### src/rtl/rv32_ctrl_pkg.sv
// Shared RV32I control definitions: immediate selector encoding and base opcodes.
// Used by the decode-side selector, the immediate generator and the branch-target unit.
package rv32_ctrl_pkg;

    typedef logic [2:0] imm_sel_t;

    localparam imm_sel_t IMM_R = 3'd0;
    localparam imm_sel_t IMM_I = 3'd1;
    localparam imm_sel_t IMM_S = 3'd2;
    localparam imm_sel_t IMM_B = 3'd3;
    localparam imm_sel_t IMM_U = 3'd4;
    localparam imm_sel_t IMM_J = 3'd5;

    localparam logic [6:0] OPC_LUI    = 7'b0110111;
    localparam logic [6:0] OPC_AUIPC  = 7'b0010111;
    localparam logic [6:0] OPC_JAL    = 7'b1101111;
    localparam logic [6:0] OPC_JALR   = 7'b1100111;
    localparam logic [6:0] OPC_BRANCH = 7'b1100011;
    localparam logic [6:0] OPC_LOAD   = 7'b0000011;
    localparam logic [6:0] OPC_STORE  = 7'b0100011;
    localparam logic [6:0] OPC_OPIMM  = 7'b0010011;
    localparam logic [6:0] OPC_OP     = 7'b0110011;

    // Selector codes above IMM_J have no immediate format.
    function automatic logic isUndefSel(input imm_sel_t sel);
        return (sel > IMM_J);
    endfunction

endpackage

### src/rtl/imm_extend.sv
// Purely combinational RV32I immediate extraction and sign extension.
// Shared between the ID immediate stage and the branch-target unit.
module imm_extend
    import rv32_ctrl_pkg::*;
(
    input  logic [31:0] instr,
    input  imm_sel_t    sel,
    output logic [31:0] imm
);

    // Opcode bits never contribute to an immediate.
    logic unusedOpcode_s;
    assign unusedOpcode_s = ^instr[6:0];

    // Immediate format decode; R-type and undefined selectors give zero.
    always_comb begin
        imm = 32'h0000_0000;
        case (sel)
            IMM_I:   imm = {{20{instr[31]}}, instr[31:20]};
            IMM_S:   imm = {{20{instr[31]}}, instr[31:25], instr[11:7]};
            IMM_B:   imm = {{19{instr[31]}}, instr[31], instr[7], instr[30:25], instr[11:8], 1'b0};
            IMM_U:   imm = {instr[31:12], 12'h000};
            IMM_J:   imm = {{11{instr[31]}}, instr[31], instr[19:12], instr[20], instr[30:21], 1'b0};
            default: imm = 32'h0000_0000;
        endcase
    end

endmodule

### src/rtl/imm_gen_stage.sv
// ID/EX immediate stage: generates the immediate on entry and buffers it behind a
// main output register plus a one-entry skid. Optional macro: IMMGEN_ILLEGAL_EN.
module imm_gen_stage
    import rv32_ctrl_pkg::*;
#(
    parameter int TAG_W = 32,
    parameter int SEL_W = 3
) (
    input  logic             clk,
    input  logic             rst,
    input  logic             in_valid,
    output logic             in_ready,
    input  logic [31:0]      in_instr,
    input  logic [SEL_W-1:0] in_sel,
    input  logic [TAG_W-1:0] in_tag,
    output logic             out_valid,
    input  logic             out_ready,
    output logic [31:0]      out_imm,
    output logic [SEL_W-1:0] out_sel,
    output logic [TAG_W-1:0] out_tag,
`ifdef IMMGEN_ILLEGAL_EN
    output logic             out_illegal,
`endif
    input  logic             flush
);

    logic [31:0]      newImm_s;
    logic             accept_s;
    logic             mainFree_s;
    logic             mainLoadSkid_s;
    logic             mainLoadIn_s;
    logic             skidLoadIn_s;
    logic             mainValidNext_s;
    logic             skidValidNext_s;

    logic             skidValid_r;
    logic [31:0]      skidImm_r;
    logic [SEL_W-1:0] skidSel_r;
    logic [TAG_W-1:0] skidTag_r;

    imm_extend u_immExtend (
        .instr (in_instr),
        .sel   (imm_sel_t'(in_sel)),
        .imm   (newImm_s)
    );

    assign accept_s   = in_valid && in_ready;
    assign mainFree_s = !out_valid || out_ready;

    // Steering: main refills from skid first so ordering stays FIFO; flush kills both.
    always_comb begin
        mainLoadSkid_s  = 1'b0;
        mainLoadIn_s    = 1'b0;
        skidLoadIn_s    = 1'b0;
        mainValidNext_s = out_valid;
        skidValidNext_s = skidValid_r;
        if (flush) begin
            mainValidNext_s = 1'b0;
            skidValidNext_s = 1'b0;
        end else if (mainFree_s) begin
            if (skidValid_r) begin
                mainLoadSkid_s  = 1'b1;
                mainValidNext_s = 1'b1;
                skidLoadIn_s    = accept_s;
                skidValidNext_s = accept_s;
            end else begin
                mainLoadIn_s    = accept_s;
                mainValidNext_s = accept_s;
                skidValidNext_s = 1'b0;
            end
        end else begin
            skidLoadIn_s    = accept_s;
            skidValidNext_s = skidValid_r || accept_s;
        end
    end

    // Main output register; data is held untouched while stalled.
    always_ff @(posedge clk or posedge rst) begin
        if (rst) begin
            out_valid <= 1'b0;
            out_imm   <= 32'h0000_0000;
            out_sel   <= '0;
            out_tag   <= '0;
        end else begin
            out_valid <= mainValidNext_s;
            if (mainLoadSkid_s) begin
                out_imm <= skidImm_r;
                out_sel <= skidSel_r;
                out_tag <= skidTag_r;
            end else if (mainLoadIn_s) begin
                out_imm <= newImm_s;
                out_sel <= in_sel;
                out_tag <= in_tag;
            end
        end
    end

    // Skid register and the registered ready that mirrors its emptiness.
    always_ff @(posedge clk or posedge rst) begin
        if (rst) begin
            skidValid_r <= 1'b0;
            in_ready    <= 1'b1;
            skidImm_r   <= 32'h0000_0000;
            skidSel_r   <= '0;
            skidTag_r   <= '0;
        end else begin
            skidValid_r <= skidValidNext_s;
            in_ready    <= !skidValidNext_s;
            if (skidLoadIn_s) begin
                skidImm_r <= newImm_s;
                skidSel_r <= in_sel;
                skidTag_r <= in_tag;
            end
        end
    end

`ifdef IMMGEN_ILLEGAL_EN
    logic newIll_s;
    logic skidIll_r;

    assign newIll_s = isUndefSel(imm_sel_t'(in_sel)) || (in_instr[1:0] != 2'b11);

    // Illegal flag travels with its entry through the same steering.
    always_ff @(posedge clk or posedge rst) begin
        if (rst) begin
            out_illegal <= 1'b0;
            skidIll_r   <= 1'b0;
        end else begin
            if (flush) begin
                out_illegal <= 1'b0;
                skidIll_r   <= 1'b0;
            end else begin
                if (mainLoadSkid_s) begin
                    out_illegal <= skidIll_r;
                end else if (mainLoadIn_s) begin
                    out_illegal <= newIll_s;
                end
                if (skidLoadIn_s) begin
                    skidIll_r <= newIll_s;
                end
            end
        end
    end
`endif

endmodule

### config.mk
export PLATFORM = sky130hd
export DESIGN_NAME = imm_gen_stage
export DESIGN_NICKNAME = d
export VERILOG_FILES = /design/src/rtl/rv32_ctrl_pkg.sv /design/src/rtl/imm_extend.sv /design/src/rtl/imm_gen_stage.sv
export SDC_FILE = /design/constraint.sdc
export NUM_CORES = 1
export LEC_CHECK = 0
export BUFFER_PORTS_ARGS = -buffer_cell sky130_fd_sc_hd__buf_4
export CAP_MARGIN = 15
export CORE_MARGIN = 2
export CORE_UTILIZATION = 49
export DETAILED_ROUTE_END_ITERATION = 6
export GPL_ROUTABILITY_DRIVEN = 1
export GPL_TIMING_DRIVEN = 0
export PLACE_DENSITY = 0.76
export SETUP_SLACK_MARGIN = 0.3
export SLEW_MARGIN = 20
export SYNTH_ARGS = -nofsm -noshare
export SYNTH_HDL_FRONTEND = slang
export SYNTH_HIERARCHICAL = 1
export SYNTH_SLANG_ARGS = --single-unit
### constraint.sdc
create_clock -name clk -period 4.3 [get_ports clk]
set_input_delay 0.43 -clock clk [delete_from_list [all_inputs] [get_ports clk]]
set_output_delay 0.43 -clock clk [all_outputs]
set_load 0.005 [all_outputs]
Word level (Yosys, flattened, before mapping)

Index checks and enable logic that the tools add are counted.

Bits in registers: 137
Output and inout bits: 69
Input bits: 72

Equal/unequal tests: 5
Reduce and logical (&&, ||, !) cells: 7
Muxes and demuxes: 21

Operators by type and width:

| operator             | count |
|---|---|
| $pmux W32 S5         | 1 |
| $mux W32             | 4 |
| $mux W1              | 14 |
| $eq A3 B2 Y1 const B | 2 |
| $eq A3 B3 Y1 const B | 2 |
| $mux W3              | 2 |
| $reduce_bool A2 Y1   | 2 |
| $eq A3 B1 Y1 const B | 1 |
| $logic_not A1 Y1     | 2 |
| $logic_or A1 B1 Y1   | 2 |
| $logic_and A1 B1 Y1  | 1 |

Depth between registers and ports, before layout

Gate-level depths: netlist of run 1.

Word-level depth: 6
Gate-level depth with buffers: 6

By module

The synthesis of run 1 kept the hierarchy.

By module, submodules not included:

| module        | area an instance (sq um) | times used | seq. area each (sq um) | cells an instance |
|---|---|---|---|---|
| imm_gen_stage | 5779.3                   | 1          | 3429.5                 | 515 |
| imm_extend    | 531.8                    | 1          | 0.0                    | 70 |

Worst setup path before layout of run 1

No wires, ideal clock.

Kind: register to register
Start point: reg in_ready
End point: reg out_tag[0]
Buffers on the path: 2
Slack: 2.692 ns
Library setup time: 0.134 ns
Arrival: 1.474 ns
Clock period less this slack: 1.608 ns
Cell stages (with the launch flop): 6
Path through: dfstp_2 > and2_1 > nor4b_2 > buf_2 > buf_2 > a222oi_1

Cells in the longest elaborated chain, start to end: 5

RTL lines:

| what                                | RTL line             | source |
|---|---|---|
| from (decl)                         | imm_gen_stage.sv:12  | `output logic in_ready,` |
| from (signal assigned)              | imm_gen_stage.sv:108 | `in_ready <= !skidValidNext_s;` |
| $logic_and A1 B1 Y1                 | imm_gen_stage.sv:47  | `assign accept_s = in_valid && in_ready;` |
| $mux W1                             | imm_gen_stage.sv:61  | `if (skidValid_r) begin` |
| $mux W1                             | imm_gen_stage.sv:60  | `end else if (mainFree_s) begin` |
| $mux W1                             | imm_gen_stage.sv:57  | `if (flush) begin` |
| $reduce_bool A2 Y1 (no source line) | --                   |  |
| to (signal assigned)                | imm_gen_stage.sv:89  | `out_tag <= skidTag_r;` |
| to (signal assigned)                | imm_gen_stage.sv:93  | `out_tag <= in_tag;` |
| to (decl)                           | imm_gen_stage.sv:20  | `output logic [TAG_W-1:0] out_tag,` |

Every way passes these cells.
A chain may end at the register's enable or synchronous reset.

Worst setup path after layout of run 1

Start point: reg out_valid
End point: reg out_tag[12]

Cells in the longest elaborated chain, start to end: 5
Elaborated cells on any way between the ends: 8
Those cells by class: 5 x mux; 3 x reduce/logical

RTL lines:

| what                                                  | RTL line            | source |
|---|---|---|
| from (decl)                                           | imm_gen_stage.sv:16 | `output logic out_valid,` |
| from (signal assigned)                                | imm_gen_stage.sv:85 | `out_valid <= mainValidNext_s;` |
| $logic_not A1 Y1 *                                    | imm_gen_stage.sv:48 | `assign mainFree_s = !out_valid \|\| out_ready;` |
| $logic_or A1 B1 Y1 *                                  | imm_gen_stage.sv:48 |  |
| $mux W1                                               | imm_gen_stage.sv:60 |  |
| $mux W1                                               | imm_gen_stage.sv:57 |  |
| $mux W32 / $reduce_bool A2 Y1 (equally long branches) | --                  |  |

Mark *: on every way between the ends. The rest lies on a longest branch, timed or not.

==> run summary, run 1 <==
========================================================================================================
Status .................................................................................... finished with violations
Violations in the final reports ........................................................... design-rule violations
RSZ-0062 raised after global routing ......................................................        false
Flops & latches, synth ....................................................................          137
TritonCTS clock tree ......................................................................         done
Final period demand of the worst path .....................................................      2.19 ns
Global route total overflow ...............................................................            0
Pin count of the biggest net entering global routing ......................................           36
Transition time at the pin with the least slew margin .....................................     0.706 ns
Critical Path Max Stage Delay .............................................................      0.59 ns
Clock latency on the worst-skew pair ......................................................      0.42 ns
# hold bufs at CTS ........................................................................            0
Initial core utilization ..................................................................        50.0%
Largest area contributor in the synthesized netlist ....................................... sky130_fd_sc_hd__dfrtp_1
First-pass iteration count of the detailed router .........................................            7
Sum of negative setup slack ...............................................................         0 ns
Combinational Power Share .................................................................        20.4%
Root Driver ............................................................................... sky130_fd_sc_hd__clkbuf_16
Startpoint type of the worst setup path ...................................................    flip-flop
Static Leakage ............................................................................      4.81 nW
Antenna violations before repair ..........................................................            0
Crit path max fanout ......................................................................           10
Data arrival time at the worst-slack endpoint .............................................      2.47 ns
Capturing element type of the critical path ...............................................    flip-flop
Met2 demand-to-capacity share in global routing ...........................................        40.1%
Total internal power ......................................................................      3.03 mW
Final net count ...........................................................................          814
Vias in the first global route ............................................................        5,204
Critical-path top delay cell .............................................................. sky130_fd_sc_hd__nor3b_1
Antenna fix cells .........................................................................            0
Post-route standard cell area excluding fillers ...........................................     8280 µm²
Routability-driven placement congestion ratio .............................................        0.801
Family with the most delay on the worst path .............................................. simple AND/OR/NAND/NOR gates
WS Path Type ..............................................................................      reg2reg
Number of slew-limit violations in the final report .......................................            0
Number of buffers created by CTS ..........................................................           17
Setup violators final .....................................................................            0
Synthesized netlist net count .............................................................          657
Final cell utilization of the core ........................................................        65.6%
Max H-tree Level ..........................................................................            4
Instance area at placement ................................................................     7650 µm²
Count of buffering cells on the critical path with inverters included .....................            2
HPWL after DPL ............................................................................      10.9 mm
Remaining routing DRC violations ..........................................................            5
Wire length after detailed routing ........................................................      15.7 mm
Dominant cell by count in the synthesized netlist ......................................... sky130_fd_sc_hd__inv_1
Layout cell share with drive strength beyond 1 ............................................        26.8%
Growth of design area from synthesis to finish ............................................        31.2%
Peak ir drop on the vdd network ...........................................................     0.229 mV
Pre-CTS WS ................................................................................      2.24 ns
Maximum clock path buffer count ...........................................................            2
# Post-CTS Setup Buffers ..................................................................            0
Via count .................................................................................        4,975
Portion of total power attributed to the clock network ....................................        37.4%
Post-CTS resize count .....................................................................            0
Layer with the highest usage after global routing .........................................         met2
Async set-reset flop share out of synthesis ...............................................         100%
Sequential share of the synthesized area ..................................................        54.3%
Net switching power .......................................................................      1.10 mW
All-layer global routing usage ............................................................        24.3%
Primary flip-flop cell chosen by synthesis mapping ........................................ sky130_fd_sc_hd__dfrtp_1
Number of placement rows ..................................................................           41
Antenna violation net count after detailed routing ........................................            0
Count of port buffers added during placement ..............................................          133
TritonCTS sink count ......................................................................          137
Global-route met3 utilization .............................................................        6.98%
Number of synthesized flops with an enable pin ............................................            0
Post-route setup slack ....................................................................      2.11 ns
Die Y .....................................................................................       117 µm
Synthesized instance count ................................................................          585
Required arrival time at the worst endpoint ...............................................      4.58 ns
Library cells used by synthesis ...........................................................           34
Most common cell type on the critical path ................................................ sky130_fd_sc_hd__buf_2
Final routed wire length divided by cell count ............................................      16.9 µm
GRT met1 Usage ............................................................................        30.7%
Endpoints failing hold ....................................................................            0
Fin Hold WS ...............................................................................    0.0515 ns
List of cells traversed by the critical path .............................................. nor2b_2 -> nor3b_1 -> buf_2 -> buf_2 -> a222oi_1
Max Cap Viol ..............................................................................            0
Final worst-path cycle share ..............................................................        50.9%
Area of the placeable core ................................................................   12,600 µm²
Share of the synthesized area in the top cell type ........................................        53.9%
Mean cell area of the mapped netlist ......................................................     10.8 µm²
DIE AREA ..................................................................................   13,800 µm²
Number of filler instances in the final layout ............................................          989
Total number of yosys warnings ............................................................            6
Synthesized area ..........................................................................     6310 µm²
Layout Skew ...............................................................................   0.00534 ns
First-iteration detailed-routing DRC count ................................................          694
Register area .............................................................................     3430 µm²
Ratio of total power to cell area .........................................................   499 nW/µm²
Avg Vias per Cell .........................................................................         5.37
Commonest cells post-synth ................................................................ 204 x sky130_fd_sc_hd__inv_1, 136 x sky130_fd_sc_hd__dfrtp_1, 68 x sky130_fd_sc_hd__mux2i_1
Wire length of the first global-routing pass ..............................................      26.5 mm
Combined area of the multi-input logic cells ..............................................     1890 µm²
Horizontal extent of the die ..............................................................       117 µm
Net switching share of the total power ....................................................        26.7%
I/O pin cnt ...............................................................................          141
Sequential share of power .................................................................        42.2%
Fmax achieved .............................................................................      457 MHz
Cell types occupying the most area after synthesis ........................................ sky130_fd_sc_hd__dfrtp_1 54%, sky130_fd_sc_hd__inv_1 12%, sky130_fd_sc_hd__mux2i_1 11%
Post-CTS clock slew at the launch and capture registers of the worst setup and hold paths .      0.06 ns
Max-slew headroom .........................................................................        52.8%
Worst min-delay path class ................................................................     in2async
========================================================================================================
## power by group through the flow
stage	Combinational, mW	Clock [mW]	Sequential, mW
after floorplan	0.453	0	1.74
after global placement	0.784	0	1.75
after detailed placement	0.840	0	1.76
after CTS	0.851	1.56	1.74
after global routing	0.948	1.63	1.77
final	0.842	1.55	1.74
## metrics by stage
stage / power, mW / cells
floorplan: 2.19 / 585
global placement: 2.53 / 890
detailed placement: 2.60 / 895
CTS: 4.16 / 927
global route: 4.35 / 927
finish: 4.13 / 927
## state kept, by name, indices dropped and copies added, names as in the netlist
register,flops
out_tag,32
in_ready,1
skidImm_r,32
out_valid,1
skidTag_r,32
out_sel,3
out_imm,32
skidSel_r,3
skidValid_r,1
## per-layer routing
metal / routed length [µm] / share of wire (%) / vias up
met2: 7760 / 49 / 202
met5: 0 / 0 / -
li1: - / - / 2283
met3: 1190 / 7.6 / 23
met1: 6490 / 41 / 2467
met4: 250 / 1.6 / 0
## cell families (layout without fill, tap and decap cells)
group	Yosys count	after routing	synth area share (%)
and+or+nand+nor	46	46	5.51
AOI/OAI and AO/OA	90	90	13.5
buffers and inverters	243	413	15.7
adders and majority gates	1	1	0.159
DFF	137	137	54.3
muxes	68	68	10.8
## final timing paths
path                                     from            end  slack (ns)  cells past startpoint
worst max-delay path                out_valid    out_tag[12]        2.11                      5
worst min-delay path                      rst  skidTag_r[20]        0.05                      2
worst max register to register      out_valid    out_tag[12]        2.11                      5
worst min register to register  skidTag_r[30]  skidTag_r[30]        0.52                      2
max in group asynchronous                 rst  skidImm_r[14]        3.41                      5
min in group clk                        flush      out_valid        0.21                      2
## layout by cell type, fill, tap and decap left out, types with 11 or more instances in the layout
cell type and instances:
sky130_fd_sc_hd__a222oi_1 67, sky130_fd_sc_hd__buf_2 16, sky130_fd_sc_hd__buf_4 138, sky130_fd_sc_hd__clkbuf_1 12, sky130_fd_sc_hd__clkbuf_16 17, sky130_fd_sc_hd__dfrtp_1 136, sky130_fd_sc_hd__inv_1 203, sky130_fd_sc_hd__mux2i_1 68
sky130_fd_sc_hd__nand3_1 11, sky130_fd_sc_hd__nand4bb_1 12
## area by class of cell
| type | instances | share of cell area (%) |
|---|---|---|
| Buffer | 39 | 2.71 |
| Clock buffer | 20 | 5.52 |
| Clock inverter | 12 | 2.07 |
| Inverter | 204 | 9.29 |
| Multi-Input combinational cell | 205 | 22.9 |
| Sequential cell | 137 | 41.4 |
| Tap cell | 172 | 2.60 |
| Timing Repair Buffer | 138 | 13.5 |
Power figures use the tool's default switching activity.
==> inputs of run 2 (changes only) <==
Clock period 4.3 ns to 1.91 ns, I/O delays scaled along.
==> run summary, run 2 (synthesis gave the netlist of run 1 again) <==
========================================================================================================
Status .................................................................................... finished clean
TritonCTS clock tree ......................................................................         done
Most frequent standard cell in the layout excluding fill and tap cells .................... sky130_fd_sc_hd__inv_1
Via count .................................................................................        5,122   +3.0%
Clock latency on the worst-skew pair ......................................................      0.42 ns   about the same
Count of port buffers added during placement ..............................................          133   unchanged
Hold worst-path end ....................................................................... skidTag_r[4]
Number of filler instances in the final layout ............................................          942   -4.8%
Transition time at the pin with the least slew margin .....................................     0.517 ns   -0.189 ns
Number of slew-limit violations in the final report .......................................            0   unchanged
Number of buffers created by CTS ..........................................................           17   unchanged
Fmax achieved .............................................................................      556 MHz   +22%
Die Y .....................................................................................       117 µm   unchanged
Net switching power .......................................................................      2.53 mW   +130%
GRT met1 Usage ............................................................................        31.1%   +0.45 points
Capturing element type of the critical path ...............................................    flip-flop
Total internal power ......................................................................      6.88 mW   +130%
Max H-tree Level ..........................................................................            4   unchanged
Remaining routing DRC violations ..........................................................            0   -5
Net switching share of the total power ....................................................        26.9%   +0.20 points
Layout Skew ...............................................................................   0.00834 ns   +0.00300 ns
Maximum clock path buffer count ...........................................................            2   unchanged
Avg Vias per Cell .........................................................................         5.43   +1.2%
Family with the most delay on the worst path ..............................................   flip-flops
Final cell utilization of the core ........................................................        68.5%   +2.9 points
Hold Path Cell Cnt ........................................................................            3
Count of buffering cells on the critical path with inverters included .....................            4   +2
Data arrival time at the worst-slack endpoint .............................................      2.11 ns   -0.36 ns
Most common cell type on the critical path ................................................ sky130_fd_sc_hd__buf_12
Max-slew headroom .........................................................................        65.4%   +13 points
Max Cap Viol ..............................................................................            0   unchanged
Setup violators final .....................................................................            0   unchanged
Reg-to-Reg End ............................................................................  out_tag[19]
HPWL after DPL ............................................................................      10.9 mm   unchanged
Static Leakage ............................................................................      5.00 nW   +4.0%
First-iteration detailed-routing DRC count ................................................          661   -4.8%
Vias in the first global route ............................................................        5,277   +1.4%
First-pass iteration count of the detailed router .........................................            6   -1
Reg-to-reg critical path startpoint .......................................................     in_ready
Most frequent cells in the layout ......................................................... 203 x sky130_fd_sc_hd__inv_1, 148 x sky130_fd_sc_hd__buf_4, 136 x sky130_fd_sc_hd__dfrtp_1, 67 x sky130_fd_sc_hd__mux2i_1, 67 x sky130_fd_sc_hd__a222oi_1
Final net count ...........................................................................          830   +2.0%
RSZ-0062 raised after global routing ......................................................         true
Endpoints failing hold ....................................................................            0   unchanged
I/O pin cnt ...............................................................................          141   unchanged
Portion of total power attributed to the clock network ....................................        37.1%   -0.3 points
Worst R2R Setup Slack .....................................................................      0.11 ns   -2.00 ns
Sequential share of power .................................................................        41.7%   -0.5 points
Crit path max fanout ......................................................................            7   -3
Required arrival time at the worst endpoint ...............................................      2.22 ns   -2.36 ns
Ratio of total power to cell area .........................................................  1090 nW/µm²   +120%
Global-route met3 utilization .............................................................        7.27%   +0.29 points
Growth of design area from synthesis to finish ............................................        36.9%
Critical Path Max Stage Delay .............................................................      0.55 ns   -0.04 ns
Layer with the highest usage after global routing .........................................         met2
Worst min-delay path class ................................................................       in2reg
Horizontal extent of the die ..............................................................       117 µm   unchanged
Layout cell share with drive strength beyond 1 ............................................        29.7%   +2.9 points
Root Driver ............................................................................... sky130_fd_sc_hd__clkbuf_16
Area of the placeable core ................................................................   12,600 µm²   unchanged
Startpoint type of the worst setup path ...................................................    flip-flop
Antenna fix cells .........................................................................            0   unchanged
Combinational Power Share .................................................................        21.2%   +0.8 points
Peak ir drop on the vdd network ...........................................................     0.524 mV   +130%
Antenna violations before repair ..........................................................            0   unchanged
Final worst-path cycle share ..............................................................        94.1%   +43 points
TritonCTS sink count ......................................................................          137   unchanged
Routability-driven placement congestion ratio .............................................        0.801   unchanged
Global route total overflow ...............................................................            0   unchanged
List of cells traversed by the critical path .............................................. a21oi_2 -> or3_1 -> clkbuf_8 -> buf_12 -> buf_8 -> buf_12 -> a222oi_1
Pin count of the biggest net entering global routing ......................................           36   unchanged
All-layer global routing usage ............................................................        24.8%   +0.45 points
Antenna violation net count after detailed routing ........................................            0   unchanged
Critical-path top delay cell .............................................................. sky130_fd_sc_hd__dfstp_2
Number of placement rows ..................................................................           41   unchanged
Post-CTS clock slew at the launch and capture registers of the worst setup and hold paths .      0.06 ns   about the same
WS Path Type ..............................................................................      reg2reg
Initial core utilization ..................................................................        50.0%   unchanged
DIE AREA ..................................................................................   13,800 µm²   unchanged
Total power after layout ..................................................................      9.41 mW   +130%
HP Start ..................................................................................    in_tag[4]
Wire length after detailed routing ........................................................      16.5 mm   +5.0%
Wire length of the first global-routing pass ..............................................      27.0 mm   +1.7%
Reg2reg path depth ........................................................................            7   +2
Met2 demand-to-capacity share in global routing ...........................................        40.7%   +0.62 points
Final period demand of the worst path .....................................................      1.80 ns   -0.390 ns
Final routed wire length divided by cell count ............................................      17.5 µm   +3.2%
========================================================================================================
## run 2: cell types whose count changed in the layout (fill, tap and decap cells not counted), sizes merged
cell         delta
dlygate4sd3     +2
buf            +13
clkbuf          +1
## run 2: per-stage QoR
stage,cell area (µm²),setup TNS [ns],cells,setup WS (ns),hold WS [ns]
final,8640,0,943,0.113,0.0401
after global routing,8640,-0.00319,943,-0.00319,0.0400
after CTS,8470,0,935,0.0919,0.0232
after detailed placement,7650,-4.59,895,-0.144,0.254
after global placement,7530,-108.65,890,-0.784,0.388
after floorplan,6310,0,585,0.0127,0.257
## run 2: layer usage
layer / share of wire (%) / vias up
met5: 0 / -
met4: 1.6 / 0
met3: 7.3 / 22
met2: 50 / 223
met1: 41 / 2566
li1: - / 2311
## run 2: timing repair
action / CTS / global route
buffers inserted: 6 / 5
hold buffers: 2 / 0
hold endpoints to repair: 20 / 0
resized for setup: 36 / 19
gates cloned: 0 / 3
pin swaps: 5 / 5
endpoints found under the setup margin: 104 / 116
## run 2: power by group through the flow
stage | sequential (mW) | combinational, mW | clock, mW
after floorplan | 3.92 | 1.02 | 0
after CTS | 3.92 | 1.96 | 3.52
after global placement | 3.94 | 1.76 | 0
after global routing | 3.99 | 2.22 | 3.67
after detailed placement | 3.96 | 1.89 | 0
final | 3.93 | 2.00 | 3.49
## run 2: tightest hold or removal path, delay by kind of cell
kind | cells | cell delay (ns)
buf+inv | 2 | 0.17
mux | 1 | 0.06
## run 2: cell type report
type | instances | area, µm² | share of cell area [%]
Clock inverter | 12 | 171 | 1.98
Multi-Input combinational cell | 205 | 1920 | 22.3
Inverter | 204 | 769 | 8.91
Timing Repair Buffer | 154 | 1320 | 15.3
Clock buffer | 20 | 457 | 5.29
Sequential cell | 137 | 3430 | 39.7
Buffer | 39 | 354 | 4.10
Tap cell | 172 | 215 | 2.49
## run 2: worst max path at each step
stage | end | startpoint | depth (start not counted) | slack (ns)
5_1_grt | out_tag[13] | in_ready | 7 | -0.003
2_1_floorplan | out_imm[0] | rst | 1 | 0.01
3_3_place_gp | out_imm[14] | rst | 2 | -0.78
4_1_cts | out_tag[12] | in_ready | 6 | 0.09
3_5_place_dp | out_tag[5] | in_ready | 5 | -0.14
6_report | out_tag[19] | in_ready | 7 | 0.11
==> inputs of run 3 (changes only) <==
Settings changed: MAX_ROUTING_LAYER from default to met4.
==> run summary, run 3 (synthesis gave the netlist of run 1 again) <==
========================================================================================================
Status .................................................................................... finished clean
Max-slew headroom .........................................................................        65.1%   -0.30 points
Setup violators final .....................................................................            0   unchanged
Data arrival time at the worst-slack endpoint .............................................      2.10 ns   about the same
Remaining routing DRC violations ..........................................................            0   unchanged
HP Start ..................................................................................    in_tag[4]
Post-CTS clock slew at the launch and capture registers of the worst setup and hold paths .      0.06 ns   about the same
Pre-CTS WS ................................................................................    -0.144 ns   unchanged
Count of buffering cells on the critical path with inverters included .....................            3   -1
HPWL after DPL ............................................................................      10.9 mm   unchanged
Global route total overflow ...............................................................            0   unchanged
Die Y .....................................................................................       117 µm   unchanged
I/O pin cnt ...............................................................................          141   unchanged
Hold Path Cell Cnt ........................................................................            3   unchanged
Max H-tree Level ..........................................................................            4   unchanged
Layout cell share with drive strength beyond 1 ............................................        29.6%   -0.091 points
Area of the placeable core ................................................................   12,600 µm²   unchanged
TritonCTS clock tree ......................................................................         done
Required arrival time at the worst endpoint ...............................................      2.19 ns   -0.03 ns
Antenna fix cells .........................................................................            0   unchanged
Antenna violation net count after detailed routing ........................................            0   unchanged
Growth of design area from synthesis to finish ............................................        36.5%
Transition time at the pin with the least slew margin .....................................     0.522 ns   +0.00450 ns
Critical-path top delay cell .............................................................. sky130_fd_sc_hd__dfstp_2
Routability-driven placement congestion ratio .............................................        0.813   +1.4%
Reg2reg path depth ........................................................................            6   -1
Worst min-delay path class ................................................................       in2reg
Avg Vias per Cell .........................................................................         5.41   -0.38%
Crit path max fanout ......................................................................            7   unchanged
RSZ-0062 raised after global routing ......................................................         true
Fmax achieved .............................................................................      550 MHz   -1.1%
Count of port buffers added during placement ..............................................          133   unchanged
Critical Path Max Stage Delay .............................................................      0.55 ns   about the same
Clock latency on the worst-skew pair ......................................................      0.42 ns   about the same
Family with the most delay on the worst path ..............................................   flip-flops
Startpoint type of the worst setup path ...................................................    flip-flop
Number of placement rows ..................................................................           41   unchanged
Initial core utilization ..................................................................        50.0%   unchanged
WS Path Type ..............................................................................      reg2reg
List of cells traversed by the critical path .............................................. a21oi_2 -> or3_1 -> clkbuf_8 -> buf_12 -> buf_8 -> a222oi_1
Number of filler instances in the final layout ............................................          943   +0.11%
Endpoints failing hold ....................................................................            0   unchanged
Reg-to-reg critical path startpoint .......................................................     in_ready
Via count .................................................................................        5,097   -0.49%
Final net count ...........................................................................          829   -0.12%
Wire length of the first global-routing pass ..............................................      26.9 mm   -0.16%
Launch point of the critical path .........................................................     in_ready
Most frequent cells in the layout ......................................................... 203 x sky130_fd_sc_hd__inv_1, 148 x sky130_fd_sc_hd__buf_4, 136 x sky130_fd_sc_hd__dfrtp_1, 67 x sky130_fd_sc_hd__mux2i_1, 67 x sky130_fd_sc_hd__a222oi_1
Layout Skew ...............................................................................   0.00699 ns   -0.00136 ns
DIE AREA ..................................................................................   13,800 µm²   unchanged
Ratio of total power to cell area .........................................................  1090 nW/µm²   +0.18%
Peak ir drop on the vdd network ...........................................................     0.526 mV   +0.31%
Static Leakage ............................................................................      4.99 nW   -0.27%
Capturing element type of the critical path ...............................................    flip-flop
Logic depth of the worst setup path including buffers .....................................            6   -1
Max Cap Viol ..............................................................................            0   unchanged
Fin Hold WS ...............................................................................    0.0388 ns   -0.00132 ns
First-pass iteration count of the detailed router .........................................            7   +1
Root Driver ............................................................................... sky130_fd_sc_hd__clkbuf_16
Number of buffers created by CTS ..........................................................           17   unchanged
Final worst-path cycle share ..............................................................        95.1%   +1.0 points
TritonCTS sink count ......................................................................          137   unchanged
Antenna violations before repair ..........................................................            0   unchanged
Vias in the first global route ............................................................        5,278   +0.019%
Wire length after detailed routing ........................................................      16.3 mm   -0.76%
Maximum clock path buffer count ...........................................................            2   unchanged
Most frequent standard cell in the layout excluding fill and tap cells .................... sky130_fd_sc_hd__inv_1
First-iteration detailed-routing DRC count ................................................          650   -1.7%
All-layer global routing usage ............................................................        25.5%   +0.73 points
Final period demand of the worst path .....................................................      1.82 ns   +0.0192 ns
Post-route setup slack ....................................................................    0.0935 ns   -0.0192 ns
Horizontal extent of the die ..............................................................       117 µm   unchanged
Pin count of the biggest net entering global routing ......................................           36   unchanged
Number of slew-limit violations in the final report .......................................            0   unchanged
Final routed wire length divided by cell count ............................................      17.3 µm   -0.65%
========================================================================================================
[run 3: cell types whose count changed in the layout (fill, tap and decap cells not counted)]
cell	delta
sky130_fd_sc_hd__clkbuf_16	-1
[run 3: area by class of cell]
cell class	count	area [µm²]	share of cell area [%]
sequential	137	3430	39.8
multi-input combinational	205	1920	22.3
timing repair buffer	153	1290	15.0
inverter	204	769	8.93
clock buffer	20	457	5.30
buffer	39	354	4.11
tap	172	215	2.50
clock inverter	12	171	1.99
[run 3: worst paths after layout]
kind	to	slack, ns
max in group asynchronous	out_imm[12]	0.69
worst max-delay path	out_tag[12]	0.09
min in group asynchronous	skidTag_r[20]	0.37
worst max register to register	out_tag[12]	0.09
worst min register to register	skidTag_r[30]	0.52
worst min-delay path	skidTag_r[4]	0.04
[run 3: report_power, final]
group          switching, mW  total [mW]  internal (mW)
sequential             0.298        3.92           3.63
combinational          0.985        1.99           1.00
clock                   1.25        3.49           2.25
[run 3: timing repair]
| item | 4_1_cts | 5_1_grt |
|---|---|---|
| buffers inserted | 6 | 5 |
| gates cloned | 0 | 2 |
| endpoints found under the setup margin | 104 | 116 |
| hold buffers | 2 | 0 |
| pin swaps | 5 | 5 |
| resized for setup | 36 | 19 |
| endpoints found under the hold margin | 20 | 0 |
[run 3: stage by stage]
stage | cells | instance area (µm²) | power [mW] | util [%] | TNS (ns)
6_report | 942 | 8610 | 9.40 | 68.3 | 0
5_1_grt | 942 | 8610 | 9.88 | 68.3 | -0.00230
4_1_cts | 935 | 8470 | 9.41 | 67.1 | 0
3_5_place_dp | 895 | 7650 | 5.85 | 60.6 | -4.59
3_3_place_gp | 890 | 7530 | 5.70 | 59.7 | -108.65
2_1_floorplan | 585 | 6310 | 4.94 | - | 0
[run 3: per-layer routing]
layer / track usage [%] / vias up / share of wire (%)
met5: - / - / 0
met4: 8.89 / 0 / 1.5
met3: 7.17 / 26 / 6.6
met2: 40.8 / 213 / 50
met1: 31.4 / 2549 / 42
li1: - / 2309 / -
[run 3: worst reg2reg max path, stage by stage (launching register included)]
cell	delay (ns)
sky130_fd_sc_hd__dfstp_2	0.55
sky130_fd_sc_hd__a21oi_2	0.05
sky130_fd_sc_hd__or3_1	0.32
sky130_fd_sc_hd__clkbuf_8	0.16
sky130_fd_sc_hd__buf_12	0.13
sky130_fd_sc_hd__buf_8	0.13
sky130_fd_sc_hd__a222oi_1	0.33
